<file path="config.mk">
export PLATFORM = sky130hd
export DESIGN_NAME = tl_intersection_ctrl
export DESIGN_NICKNAME = d
export VERILOG_FILES = /design/src/rtl/tl_pkg.sv /design/src/rtl/tl_sec_tick.sv /design/src/rtl/tl_intersection_ctrl.sv
export SDC_FILE = /design/constraint.sdc
export NUM_CORES = 1
export LEC_CHECK = 0
export CAP_MARGIN = 25
export CORE_MARGIN = 5
export CORE_UTILIZATION = 58
export DETAILED_ROUTE_END_ITERATION = 16
export HOLD_SLACK_MARGIN = 0.1
export PLACE_DENSITY = 0.78
export SKIP_CTS_REPAIR_TIMING = 1
export SLEW_MARGIN = 20
export SYNTH_ARGS = -nofsm -noshare
export SYNTH_HDL_FRONTEND = slang
export SYNTH_SLANG_ARGS = --single-unit
</file>
<file path="constraint.sdc">
create_clock -name sys_clk -period 2.8 [get_ports sys_clk]
set_input_delay 0.42 -clock sys_clk [delete_from_list [all_inputs] [get_ports sys_clk]]
set_output_delay 0.42 -clock sys_clk [all_outputs]
set_load 0.1 [all_outputs]
</file>
<file path="src/rtl/tl_pkg.sv">
// rtl/tl_pkg.sv - shared types and helpers for the intersection controller
// Contents:
//   tl_state_t : controller phases (ALL_RED, GREEN, YELLOW, WALK, FLASH)
//   LAMP_R/Y/G : row index of each lamp colour in the packed lamp register
//   cnt_w      : counter width able to hold 0..n-1 (never below 1 bit)
//   max2       : larger of two integers, for parameter arithmetic
package tl_pkg;

   typedef enum logic [2:0] {
      ST_ALL_RED = 3'd0,
      ST_GREEN   = 3'd1,
      ST_YELLOW  = 3'd2,
      ST_WALK    = 3'd3,
      ST_FLASH   = 3'd4
   } tl_state_t;

   localparam int LAMP_R = 0;
   localparam int LAMP_Y = 1;
   localparam int LAMP_G = 2;

   function automatic int cnt_w(input int n);
      return (n <= 1) ? 1 : $clog2(n);
   endfunction

   function automatic int max2(input int a, input int b);
      return (a > b) ? a : b;
   endfunction

endpackage

</file>
<file path="src/rtl/tl_sec_tick.sv">
// rtl/tl_sec_tick.sv - one-second prescaler with synchronous clear
// Ports:
//   sys_clk   in  clock
//   sys_rst_n in  asynchronous active-low reset
//   clr       in  synchronous clear, restarts the second from zero
//   sec_tick  out one-cycle pulse on the last cycle of each second
module tl_sec_tick
   import tl_pkg::*;
#(
   parameter int CLK_HZ = 24_000_000
) (
   input  logic sys_clk,
   input  logic sys_rst_n,
   input  logic clr,
   output logic sec_tick
);

   localparam int PW = cnt_w(CLK_HZ);
   localparam logic [PW-1:0] LAST = PW'(CLK_HZ - 1);

   logic [PW-1:0] cnt;

   always_ff @(posedge sys_clk or negedge sys_rst_n) begin
      if (!sys_rst_n) begin
         cnt <= '0;
      end else if (clr || cnt == LAST) begin
         cnt <= '0;
      end else begin
         cnt <= cnt + 1'b1;
      end
   end

   assign sec_tick = (cnt == LAST);

endmodule

</file>
<file path="src/rtl/tl_intersection_ctrl.sv">
// rtl/tl_intersection_ctrl.sv - round-robin traffic-light controller with walk and night flash
// Optional feature: TL_NIGHT_FLASH_EN enables the night_mode input and the FLASH phase.
// Ports:
//   sys_clk, sys_rst_n    clock, asynchronous active-low reset
//   ped_req               async pedestrian pushbutton (synchronised, rising edge latched)
//   night_mode            async night switch (ignored without TL_NIGHT_FLASH_EN)
//   lamp_r/lamp_y/lamp_g  per-approach lamps, registered
//   walk                  pedestrian walk lamp
//   ped_pending           latched request not yet served
//   cur_dir               approach owning green/yellow
module tl_intersection_ctrl
   import tl_pkg::*;
#(
   parameter int CLK_HZ    = 24_000_000,
   parameter int NUM_DIR   = 2,
   parameter int GREEN_S   = 5,
   parameter int YELLOW_S  = 2,
   parameter int ALL_RED_S = 1,
   parameter int WALK_S    = 4
) (
   input  logic                        sys_clk,
   input  logic                        sys_rst_n,
   input  logic                        ped_req,
   input  logic                        night_mode,
   output logic [NUM_DIR-1:0]          lamp_r,
   output logic [NUM_DIR-1:0]          lamp_y,
   output logic [NUM_DIR-1:0]          lamp_g,
   output logic                        walk,
   output logic                        ped_pending,
   output logic [cnt_w(NUM_DIR)-1:0]   cur_dir
);

   localparam int DW    = cnt_w(NUM_DIR);
   localparam int MAX_S = max2(max2(GREEN_S, YELLOW_S), max2(ALL_RED_S, WALK_S));
   localparam int SW    = cnt_w(MAX_S);
   localparam logic [SW-1:0] G_LAST = SW'(GREEN_S - 1);
   localparam logic [SW-1:0] Y_LAST = SW'(YELLOW_S - 1);
   localparam logic [SW-1:0] A_LAST = SW'(ALL_RED_S - 1);
   localparam logic [SW-1:0] W_LAST = SW'(WALK_S - 1);
   localparam logic [DW-1:0] DIR_LAST = DW'(NUM_DIR - 1);

   tl_state_t                   state, state_nxt;
   logic [DW-1:0]               dir, dir_nxt, dir_inc;
   logic [SW-1:0]               sec_cnt, sec_cnt_nxt, last_sec;
   logic [2:0][NUM_DIR-1:0]     lamp_q, lamp_nxt;
   logic [NUM_DIR-1:0]          dir_oh;
   logic                        walk_q, walk_nxt, ped_nxt;
   logic [1:0]                  ped_sync;
   logic                        ped_prev, ped_edge, night_s;
   logic                        state_chg, sec_tick, dur_done;

   // Input synchronisers; the edge detector runs on the synchronised level.
   always_ff @(posedge sys_clk or negedge sys_rst_n) begin
      if (!sys_rst_n) begin
         ped_sync <= '0;
         ped_prev <= 1'b0;
      end else begin
         ped_sync <= {ped_sync[0], ped_req};
         ped_prev <= ped_sync[1];
      end
   end
   assign ped_edge = ped_sync[1] & ~ped_prev;

`ifdef TL_NIGHT_FLASH_EN
   logic [1:0] night_sync;
   always_ff @(posedge sys_clk or negedge sys_rst_n) begin
      if (!sys_rst_n) night_sync <= '0;
      else            night_sync <= {night_sync[0], night_mode};
   end
   assign night_s = night_sync[1];
`else
   logic night_unused;
   assign night_unused = night_mode;
   assign night_s      = 1'b0;
`endif

   // Any state change restarts the second; FLASH keeps it free-running for the blink.
   tl_sec_tick #(.CLK_HZ(CLK_HZ)) u_sec_tick (
      .sys_clk   (sys_clk),
      .sys_rst_n (sys_rst_n),
      .clr       (state_chg),
      .sec_tick  (sec_tick)
   );

   assign dir_inc = (dir == DIR_LAST) ? '0 : dir + 1'b1;

   always_comb begin
      case (state)
         ST_GREEN:  last_sec = G_LAST;
         ST_YELLOW: last_sec = Y_LAST;
         ST_WALK:   last_sec = W_LAST;
         default:   last_sec = A_LAST;
      endcase
      dur_done = sec_tick && (sec_cnt == last_sec);
   end

   // Next-state logic.
   always_comb begin
      state_nxt = state;
      dir_nxt   = dir;
      case (state)
         ST_ALL_RED: if (dur_done) begin
            if (night_s)          state_nxt = ST_FLASH;
            else if (ped_pending) state_nxt = ST_WALK;
            else begin
               state_nxt = ST_GREEN;
               dir_nxt   = dir_inc;
            end
         end
         // Night aborts green at once; yellow still runs its full time.
         ST_GREEN:  if (night_s || dur_done) state_nxt = ST_YELLOW;
         ST_YELLOW: if (dur_done) state_nxt = ST_ALL_RED;
         ST_WALK:   if (dur_done) begin
            if (night_s) state_nxt = ST_FLASH;
            else begin
               state_nxt = ST_GREEN;
               dir_nxt   = dir_inc;
            end
         end
`ifdef TL_NIGHT_FLASH_EN
         // Leaving night hands the next green to approach 0.
         ST_FLASH:  if (!night_s) begin
            state_nxt = ST_ALL_RED;
            dir_nxt   = DIR_LAST;
         end
`endif
         default: begin
            state_nxt = ST_ALL_RED;
            dir_nxt   = DIR_LAST;
         end
      endcase
   end

   // Counter, request latch and lamp decode of the next state.
   always_comb begin
      state_chg = (state_nxt != state);
      dir_oh    = NUM_DIR'(1) << dir_nxt;

      sec_cnt_nxt = sec_cnt;
      if (state_chg)                            sec_cnt_nxt = '0;
      else if (sec_tick && state != ST_FLASH)   sec_cnt_nxt = sec_cnt + 1'b1;

      // A request arriving on the ALL_RED exit edge is kept for the next round.
      ped_nxt = ped_pending;
      if (ped_edge && (state == ST_GREEN || state == ST_YELLOW || state == ST_ALL_RED))
         ped_nxt = 1'b1;
      if (state_chg && (state_nxt == ST_WALK || state_nxt == ST_FLASH))
         ped_nxt = 1'b0;

      lamp_nxt = '0;
      walk_nxt = 1'b0;
      case (state_nxt)
         ST_GREEN: begin
            lamp_nxt[LAMP_G] = dir_oh;
            lamp_nxt[LAMP_R] = ~dir_oh;
         end
         ST_YELLOW: begin
            lamp_nxt[LAMP_Y] = dir_oh;
            lamp_nxt[LAMP_R] = ~dir_oh;
         end
         ST_WALK: begin
            lamp_nxt[LAMP_R] = '1;
            walk_nxt         = 1'b1;
         end
`ifdef TL_NIGHT_FLASH_EN
         ST_FLASH: begin
            if (state != ST_FLASH) lamp_nxt[LAMP_Y] = '1;
            else if (sec_tick)     lamp_nxt[LAMP_Y] = ~lamp_q[LAMP_Y];
            else                   lamp_nxt[LAMP_Y] = lamp_q[LAMP_Y];
         end
`endif
         default: lamp_nxt[LAMP_R] = '1;
      endcase
   end

   always_ff @(posedge sys_clk or negedge sys_rst_n) begin
      if (!sys_rst_n) begin
         state            <= ST_ALL_RED;
         dir              <= DIR_LAST;
         sec_cnt          <= '0;
         ped_pending      <= 1'b0;
         lamp_q           <= '0;
         lamp_q[LAMP_R]   <= '1;
         walk_q           <= 1'b0;
      end else begin
         state       <= state_nxt;
         dir         <= dir_nxt;
         sec_cnt     <= sec_cnt_nxt;
         ped_pending <= ped_nxt;
         lamp_q      <= lamp_nxt;
         walk_q      <= walk_nxt;
      end
   end

   assign lamp_r  = lamp_q[LAMP_R];
   assign lamp_y  = lamp_q[LAMP_Y];
   assign lamp_g  = lamp_q[LAMP_G];
   assign walk    = walk_q;
   assign cur_dir = dir;

endmodule
</file>
==> impl_metrics.env <==
export IMPL_run_status="finished, final reports clean"
export IMPL_area_delta_synth_final_pct=12.9
export IMPL_tritoncts_num_buffers=5
export IMPL_synth_compound_gate_area_share_pct=5.93
export IMPL_required_ps=3030
export IMPL_ir_worst_vdd_uv=439
export IMPL_synth_adder_area_share_pct=1.16
export IMPL_drv_slew=0
export IMPL_dr_pass1_iters=4
export IMPL_drt_iter0_markers=73
export IMPL_startpoint_class="flip-flop"
export IMPL_worst_clock_skew_ps=11.4
export IMPL_drt_wl_total_mm=4.12
export IMPL_drc=0
export IMPL_syn_inst=215
export IMPL_critical_setup_path_kind="flip-flop to flip-flop"
export IMPL_reg2regPathDepth=6
export IMPL_antenna_diode_count=0
export IMPL_detailedPlacementHpwl_mm=2.87
export IMPL_synth_net_count=221
export IMPL_layout_area_seq_um2=1080
export IMPL_clk_root_buffer_cell="clkbuf_8"
export IMPL_synth_cell_type_count=44
export IMPL_fillerInstances=292
export IMPL_synth_top_family_by_area="simple AND/OR/NAND/NOR gates"
export IMPL_holdCritPathClass="flip-flop to flip-flop"
export IMPL_hold_viol=0
export IMPL_max_freq_mhz=439
export IMPL_worst_r2r_setup_slack_ps=520
export IMPL_clock_sink_count=43
export IMPL_syn_area_per_cell_um2=10.0
export IMPL_dieHeight_um=70.9
export IMPL_synth_xor_area_share_pct=9.76
export IMPL_power_leakage_nw=1.08
export IMPL_synth_ff_latch_count=43
export IMPL_grt_max_degree=44
export IMPL_overflow=0
export IMPL_cp_arrival_ps=2510
export IMPL_cap_violations=0
export IMPL_cellPowerDensity_nw_per_um2=477
export IMPL_count_of_input_and_output_buffers=11
export IMPL_worst_skew_late_latency_ps=300
export IMPL_htree_levels=2
export IMPL_yosysTopAreaCellShare_pct=46.5
export IMPL_tightest_slew_ps=527
export IMPL_hold_path_cell_count=0
export IMPL_vias_per_cell=5.73
export IMPL_dpl_instance_area_um2=2290
export IMPL_grt_first_pass_wirelength_mm=7.13
export IMPL_max_slew_margin_rel_pct=64.6
export IMPL_area_share_of_and_or_nand_nor_cells_after_synthesis_pct=28.7
export IMPL_synth_enable_flop_cells=0
export IMPL_end_kind="flip-flop"
export IMPL_synth_flop_cell="dfrtp_1"
export IMPL_floorplan_die_area_um2=5030
export IMPL_total_global_route_track_usage_pct=17.5
export IMPL_gpl_final_weighted_congestion=0.775
export IMPL_synth_most_common_cell="dfrtp_1"
export IMPL_muxShareOfSynthArea_pct=1.86
export IMPL_finalCritPeriodShare_pct=81.3
export IMPL_postSynth_asyncResetShare_pct=100
export IMPL_setup_viol=0
export IMPL_io_pins=13
export IMPL_tritoncts="yes"
export IMPL_layout_nets=235
export IMPL_wl_per_cell_um=14.8
export IMPL_post_route_min_period_ps=2280
export IMPL_crit_fanout=16
export IMPL_worst_setup_hold_path_clk_slew_ps=90
export IMPL_timing_setup_tns_ps=0
export IMPL_detailroute_via_count=1592
export IMPL_synth_top_cells_by_area="dfrtp_1, xor2_1, nor2_1, dfstp_2, nand3_1"
export IMPL_grt_pass1_vias=1648
export IMPL_synth_top_cell_by_area="dfrtp_1"
export IMPL_synth_common_cells="dfrtp_1, nor2_1, xor2_1, nand2_1, nand3_1"
export IMPL_route_antenna_remaining_nets=0
export IMPL_cts_root_to_sink_buffers=2
export IMPL_min_delay_worst_endpoint="ped_sync[1]$_DFF_PN0_"
export IMPL_unrepaired_setup_endpoints_after_global_routing="false"
export IMPL_hold_path_startpoint="ped_sync[0]$_DFF_PN0_"
export IMPL_multi_input_comb_area_um2=1020
export IMPL_number_of_antenna_violations_at_the_first_check_in_global_routing=0
export IMPL_finish_instance_area_um2=2430
export IMPL_core_um2=3630
export IMPL_synth_area_um2=2150
export IMPL_rr_startpoint="state[0]$_DFF_PN0_"
export IMPL_synthesis_yosys_warnings=0
export IMPL_drive_gt1_share_pct=14.3
export IMPL_yosysSeqAreaShare_pct=50.1
export IMPL_die_w_um=70.9
export IMPL_regToRegEndpoint="lamp_g[0]$_DFF_PN0_"
export IMPL_starting_density_of_the_core_pct=59.3
export IMPL_number_of_placement_rows=22
## per-stage QoR
stage | util, % | total power [mW] | hold WS [ps] | std cells | setup WS, ps
3_3_place_gp | 63.0 | 0.680 | 334 | 268 | 638
5_1_grt | 66.9 | 1.21 | 391 | 278 | 350
3_5_place_dp | 63.0 | 0.683 | 343 | 268 | 572
4_1_cts | 66.1 | 1.17 | 293 | 276 | 557
2_1_floorplan | - | 0.662 | 124 | 215 | 711
6_report | 66.9 | 1.16 | 378 | 278 | 523
## layer usage
layer / track usage [%] / part of all wire, % / wire length [um] / up-vias
met4: 5.64 / 0.32 / 13 / 0
met2: 30.8 / 53 / 2170 / 22
met5: 0 / 0 / 0 / -
met1: 20.6 / 44 / 1790 / 792
li1: - / - / - / 776
met3: 5.11 / 3.3 / 136 / 2
## cell usage in the layout (no fill, tap or decap), types with 2 or more instances in the layout
cell type / instances
clkbuf_8: 5
and4_1: 3
nand2_1: 15
and3_1: 6
nor2b_1: 5
mux2i_1: 4
and2_1: 2
nor4_1: 2
nand3b_1: 2
dfrtp_1: 40
buf_4: 14
a21oi_1: 6
nor3_1: 4
ha_1: 2
nand4_1: 9
o21ai_1: 2
nand3_1: 12
dfstp_2: 3
nor4bb_1: 3
a31oi_1: 2
xor2_1: 20
or3_1: 3
xnor2_1: 4
nor2_1: 36
## where the power goes
| group | internal [mW] | total, mW | switching, mW | leakage [nW] |
|---|---|---|---|---|
| Combinational | 0.0131 | 0.0411 | 0.0280 | 0.447 |
| Sequential | 0.627 | 0.632 | 0.00521 | 0.574 |
| Clock | 0.266 | 0.485 | 0.220 | 0.0581 |
| Total | 0.906 | 1.16 | 0.253 | 1.08 |
## worst max path at each step
stage                                           start  depth (start not counted)             endpoint
after floorplan           u_sec_tick.cnt[9]$_DFF_PN0_                          5  lamp_g[1]$_DFF_PN0_
after global placement             state[0]$_DFF_PN0_                          6  lamp_g[0]$_DFF_PN0_
after detailed placement           state[0]$_DFF_PN0_                          6  lamp_g[0]$_DFF_PN0_
after CTS                          state[0]$_DFF_PN0_                          6  lamp_g[0]$_DFF_PN0_
after global routing               state[0]$_DFF_PN0_                          6  lamp_g[0]$_DFF_PN0_
final                              state[0]$_DFF_PN0_                          6  lamp_g[0]$_DFF_PN0_
## worst max-delay path: stages, from the launching register on
cell and delay [ps]:
dfrtp_1 550, xor2_1 230, nor4_1 470, o2111ai_2 170
buf_4 230, nor4bb_1 380, a311o_1 190
## kinds of logic (layout without fill, tap and decap cells)
| family | count (synthesis) | in the layout |
|---|---|---|
| AOI/OAI and AO/OA | 17 | 17 |
| xor gates and xnor gates | 24 | 24 |
| adders and majority gates | 2 | 2 |
| buffers and inverters | 12 | 27 |
| DFF | 43 | 43 |
| muxes | 4 | 4 |
| other | 1 | 1 |
| and+or+nand+nor | 112 | 112 |
## cell type report
cell class,instances,share of cell area [%]
tap,48,2.47
sequential,43,44.4
inverter,1,0.154
multi-input combinational,160,42.2
clock buffer,5,2.83
timing repair buffer,18,6.18
clock inverter,3,1.80
## flip-flops by register name (all words and copies together) (netlist names)
signal	flops
sec_cnt	3
ped_pending	1
ped_prev	1
lamp_g	2
cur_dir	1
lamp_y	2
state	3
walk	1
u_sec_tick.cnt	25
lamp_r	2
ped_sync	2
Note: power is estimated with default switching activity, not from simulation.
